===== config.mk =====
export PLATFORM = sky130hd
export DESIGN_NAME = mem_port_arbiter
export DESIGN_NICKNAME = d
export VERILOG_FILES = /design/src/rtl/mem_arb_pkg.sv /design/src/rtl/arb_starve_ctr.sv /design/src/rtl/mem_port_arbiter.sv
export SDC_FILE = /design/constraint.sdc
export NUM_CORES = 1
export LEC_CHECK = 0
export ABC_AREA = 1
export CORE_UTILIZATION = 42
export DETAILED_ROUTE_END_ITERATION = 10
export PLACE_DENSITY_LB_ADDON = 0.25
export SLEW_MARGIN = 20
export SYNTH_ARGS = -nofsm -noshare
export SYNTH_HDL_FRONTEND = slang
export SYNTH_SLANG_ARGS = --single-unit

===== constraint.sdc =====
create_clock -name clk -period 1.9 [get_ports clk]
set_input_delay 0.38 -clock clk [delete_from_list [all_inputs] [get_ports clk]]
set_output_delay 0.38 -clock clk [all_outputs]
set_load 0.005 [all_outputs]

===== src/rtl/mem_arb_pkg.sv =====
// mem_arb_pkg: shared state and owner encodings for the memory port arbiter
package mem_arb_pkg;
    typedef enum logic [1:0] {IDLE = 2'd0, REQ = 2'd1, RESP = 2'd2, DONE = 2'd3} arb_state_t;
    localparam logic OWN_IF = 1'b0;
    localparam logic OWN_MEM = 1'b1;
endpackage


===== src/rtl/arb_starve_ctr.sv =====
// arb_starve_ctr: saturating count of consecutive MEM grants made while IF waits
module arb_starve_ctr #(
    parameter int LIMIT = 4
) (
    input  logic clk,
    input  logic reset,
    input  logic inc,
    input  logic clr,
    output logic at_limit
);
    localparam int W = $clog2(LIMIT + 1);
    localparam logic [W-1:0] MAX = W'(LIMIT);
    logic [W-1:0] streak;
    always_ff @(posedge clk) begin
        if (reset || clr) streak <= '0;
        else if (inc && streak != MAX) streak <= streak + 1'b1;
    end
    assign at_limit = streak == MAX;
endmodule


===== src/rtl/mem_port_arbiter.sv =====
// mem_port_arbiter: shares one memory port between IF and MEM, one transaction
// outstanding, MEM priority with a starvation bound for IF.
module mem_port_arbiter
    import mem_arb_pkg::*;
#(
    parameter int ADDR_W = 32,
    parameter int DATA_W = 32,
    parameter int STARVE_LIMIT = 4
) (
    input  logic                clk,
    input  logic                reset,
    input  logic                if_req,
    input  logic [ADDR_W-1:0]   if_addr,
    input  logic                flush_IF,
    output logic [DATA_W-1:0]   if_rdata,
    output logic                if_done,
    output logic                stall_IF,
    input  logic                mem_req,
    input  logic                mem_we,
    input  logic [DATA_W/8-1:0] mem_wstrb,
    input  logic [ADDR_W-1:0]   mem_addr,
    input  logic [DATA_W-1:0]   mem_wdata,
    output logic [DATA_W-1:0]   mem_rdata,
    output logic                mem_done,
    output logic                stall_MEM,
    output logic                bus_req,
    output logic                bus_we,
    output logic [DATA_W/8-1:0] bus_wstrb,
    output logic [ADDR_W-1:0]   bus_addr,
    output logic [DATA_W-1:0]   bus_wdata,
    input  logic                bus_ack,
    input  logic                bus_rvalid,
    input  logic [DATA_W-1:0]   bus_rdata
);
    arb_state_t state;
    logic owner, discard, at_limit, pick, grant_if, flush_hit;
    assign pick = state == IDLE && (if_req || mem_req);
    assign grant_if = if_req && (!mem_req || at_limit);
    assign flush_hit = flush_IF && owner == OWN_IF;
    arb_starve_ctr #(.LIMIT(STARVE_LIMIT)) u_streak (
        .clk      (clk),
        .reset    (reset),
        .inc      (pick && !grant_if && if_req),
        .clr      (pick && (grant_if || !if_req)),
        .at_limit (at_limit)
    );
    always_ff @(posedge clk) begin
        if (reset) begin
            state <= IDLE;
            owner <= OWN_IF;
            discard <= 1'b0;
            bus_we <= 1'b0;
            bus_wstrb <= '0;
            bus_addr <= '0;
            bus_wdata <= '0;
            if_rdata <= '0;
            mem_rdata <= '0;
        end else begin
            case (state)
                IDLE: if (pick) begin
                    state <= REQ;
                    owner <= grant_if ? OWN_IF : OWN_MEM;
                    bus_addr <= grant_if ? if_addr : mem_addr;
                    bus_we <= !grant_if && mem_we;
                    bus_wstrb <= grant_if ? '0 : mem_wstrb;
                    bus_wdata <= grant_if ? '0 : mem_wdata;
                end
                REQ: begin
                    if (bus_ack) state <= RESP;
                    if (flush_hit) discard <= 1'b1;
                end
                RESP: begin
                    if (flush_hit) discard <= 1'b1;
                    // a cancelled fetch still waits for its response, but the word is dropped
                    if (bus_rvalid) begin
                        state <= DONE;
                        if (owner == OWN_MEM) mem_rdata <= bus_rdata;
                        else if (!discard && !flush_IF) if_rdata <= bus_rdata;
                    end
                end
                DONE: begin
                    state <= IDLE;
                    discard <= 1'b0;
                end
            endcase
        end
    end
    assign bus_req = !reset && state == REQ;
    assign mem_done = !reset && state == DONE && owner == OWN_MEM;
    assign if_done = !reset && state == DONE && owner == OWN_IF && !discard && !flush_IF;
    assign stall_IF = !reset && if_req && !if_done;
    assign stall_MEM = !reset && mem_req && !mem_done;
endmodule


==> out/metrics.cfg <==
[flow_run]
maxCapViolCount = 0

[placement]
gp_congestion = 0.801
io_buffers = 277
dp_hpwl_mm = 12.6

[clock_tree]
cts_sinks = 140
clockBufferDepth = 2
cts-root-buf = clkbuf_16
clkTransAtPathRegs_ns = 0.06
hold_buffers = 0
cts_tree = yes
numCtsBuffers = 17
clock_latency_ns = 0.42
h-tree-depth = 4

[critical_path]
arrival_ns = 1.45
crit_fanout = 4
worst_ep_required_time_ns = 1.52
start_kind = register
rr_startpoint = state[0]
r2r_slack_ns = 0.15
path_class = reg2out
crit_chain = buf_4 > inv_2 > ha_4 > inv_1 > nor2_1 > clkdlybuf4s15_2
crit_slowest_cell = dfxtp_2
endpoint_kind = output port
crit_buf_inv = 4
slowest_delay_ns = 0.34
crit_family = buffers and inverters
r2r_end = bus_wdata[27]
r2r_cells = 8

[final_layout]
drive_gt1_share_pct = 8.62
fin_util_pct = 69.5
final_cell_mix = clkdlybuf4s50_1, nand2_1, dfxtp_1
syn_to_final_growth_pct = 61.2
n_antenna_cell = 0
layout.nets = 1214
final_common_cell = clkdlybuf4s50_1

[yosys]
synthSimpleGateAreaFrac_pct = 33.1
synthTopCellsByArea = dfxtp_1, nand2_1, nand3_1, a21oi_1, nor2_1
yosysSeqAreaShare_pct = 46.6
ys.warnings.count = 0
synth_top_family_by_area = simple AND/OR/NAND/NOR gates
netlist_area_sq_um = 6010
synth_seq_cells = 140
synth_compound_area_share_pct = 9.70
syn_inst = 811
yosys.area_share.adder_pct = 1.46
synth_top_area_share_pct = 46.6
ys_types = 23
synth.mux.area_fraction_pct = 0
synth.largest_area_cell = dfxtp_1
syn-mean-instance-area_sq_um = 7.41
synth-xor-area-share_pct = 0.146
synth_fp_nets = 958

[sta]
slew_viol_final = 0
maxSlewHeadroom_pct = 57.2
tns_ns = 0
grt_setup_unrepaired = true
clock.fmax_mhz = 546
fin_crit_sh_pct = 96.3
finClkSkew_ns = 0.0103
finalSetupViolations = 0
fin_crit_ns = 1.83
hold_viol = 0
worstMarginPinSlew_ns = 0.643

[grt]
grt_antenna_before_repair = 0
grt.total_usage_pct = 25.9
grt_overflow = 0
grt_pass1_vias = 5971
grt_first_pass_wirelength_mm = 29.8
grt_max_degree = 136

[outcome]
outcome = complete, no violations

[hold_path]
hp-class = in2reg
min_to = discard
holdPathStages = 4
min_from = flush_IF

[detailed_routing]
wl_per_cell_um = 14.9
ant_nets = 0
first_pass_iters = 5
drt-total-wl_mm = 18.8
vias_per_cell = 5.03
drt_first_iter_violations = 551
dr_total_vias = 6335
drcViolationCount = 0

[power]
p_per_area_nw_per_um2 = 1190
power_leakage_nw = 3.86
ir_worst_vdd_mv = 0.766

[floorplanning]
io_pins = 278
num_rows = 43
core_area_sq_um = 13900
start_util_pct = 43.1
die_w_um = 122
die-height_um = 122
die-area_sq_um = 14800

[timing repair]
action	CTS	global route
gates resized for setup	12	8
setup endpoints to repair	5	4
cloned	0	0
buffers inserted	2	2
pin swaps	0	4
[synth_stat cells]
| cell type | n |
|---|---|
| nand2_2 | 2 |
| a21oi_2 | 10 |
| nor2_2 | 1 |
| inv_2 | 2 |
| buf_4 | 4 |
| dfxtp_1 | 140 |
| o211ai_1 | 1 |
| nor2_4 | 1 |
| ha_1 | 7 |
| nand3_2 | 10 |
| nor2_1 | 73 |
| o21a_1 | 1 |
| nand2_1 | 190 |
| inv_1 | 47 |
| buf_1 | 4 |
| nor2_8 | 1 |
| nand4_1 | 35 |
| a21oi_1 | 96 |
| clkbuf_1 | 28 |
| nand3_1 | 126 |
| buf_2 | 23 |
| xor2_1 | 1 |
| buf_6 | 8 |
[worst register-to-register path, cell delays in order, from the launching register on]
cell,delay [ns]
dfxtp_2,0.33
buf_4,0.14
inv_1,0.12
ha_1,0.22
inv_1,0.12
nor2_8,0.22
buf_4,0.26
nand3_1,0.11
a21oi_1,0.16
[logic make-up after synthesis]
| family | after synthesis |
|---|---|
| compound gates | 108 |
| fa+ha+maj | 7 |
| xor+xnor | 1 |
| flops | 140 |
| simple gates | 439 |
| buf+inv | 116 |
[registers in the layout (all words and copies together) (netlist names)]
name,flops
bus_wstrb,4
bus_addr,32
state,2
bus_wdata,32
if_rdata,32
mem_rdata,32
bus_we,1
u_streak.streak,3
discard,1
owner,1
[power breakdown]
group          switching [W]  internal, W  total (W)
logic                0.00216      0.00203    0.00419
registers           0.000257      0.00344    0.00369
clock network        0.00124      0.00239    0.00363
[per-stage QoR]
step                      cells  total power, W  setup slack [ns]  hold slack, ns  instance area (sq um)
after global routing       1259          0.0122           -0.0287           0.425                   9690
after CTS                  1258          0.0116            -0.139           0.446                   9650
after detailed placement   1225         0.00782            -0.162           0.451                   8970
final                      1259          0.0115            0.0694           0.405                   9690
after global placement     1225         0.00778            -0.145           0.446                   8970
after floorplan             811         0.00603             0.466           0.456                   6010
[worst max path at each step]
stage	from	end	slack, ns	depth (start not counted)
2_1_floorplan	if_req	stall_IF	0.47	4
3_3_place_gp	flush_IF	if_done	-0.14	5
3_5_place_dp	flush_IF	if_done	-0.16	5
4_1_cts	state[0]	if_done	-0.14	4
5_1_grt	state[1]	stall_MEM	-0.03	5
6_report	state[1]	bus_req	0.07	6
[cell type report]
class,count,area [sq um]
sequential,140,2810
clock buffer,20,457
timing repair buffer,304,3120
tap,180,225
fill,1153,4250
clock inverter,11,191
inverter,49,184
multi-input combinational,555,2710
[layer usage]
metal / wire (um) / track usage (%)
met4: 251 / 9.57
met1: 7440 / 29.6
met5: 0 / 0
met2: 9340 / 43.6
met3: 1770 / 9.78
Note: power is estimated with default switching activity, not from simulation.
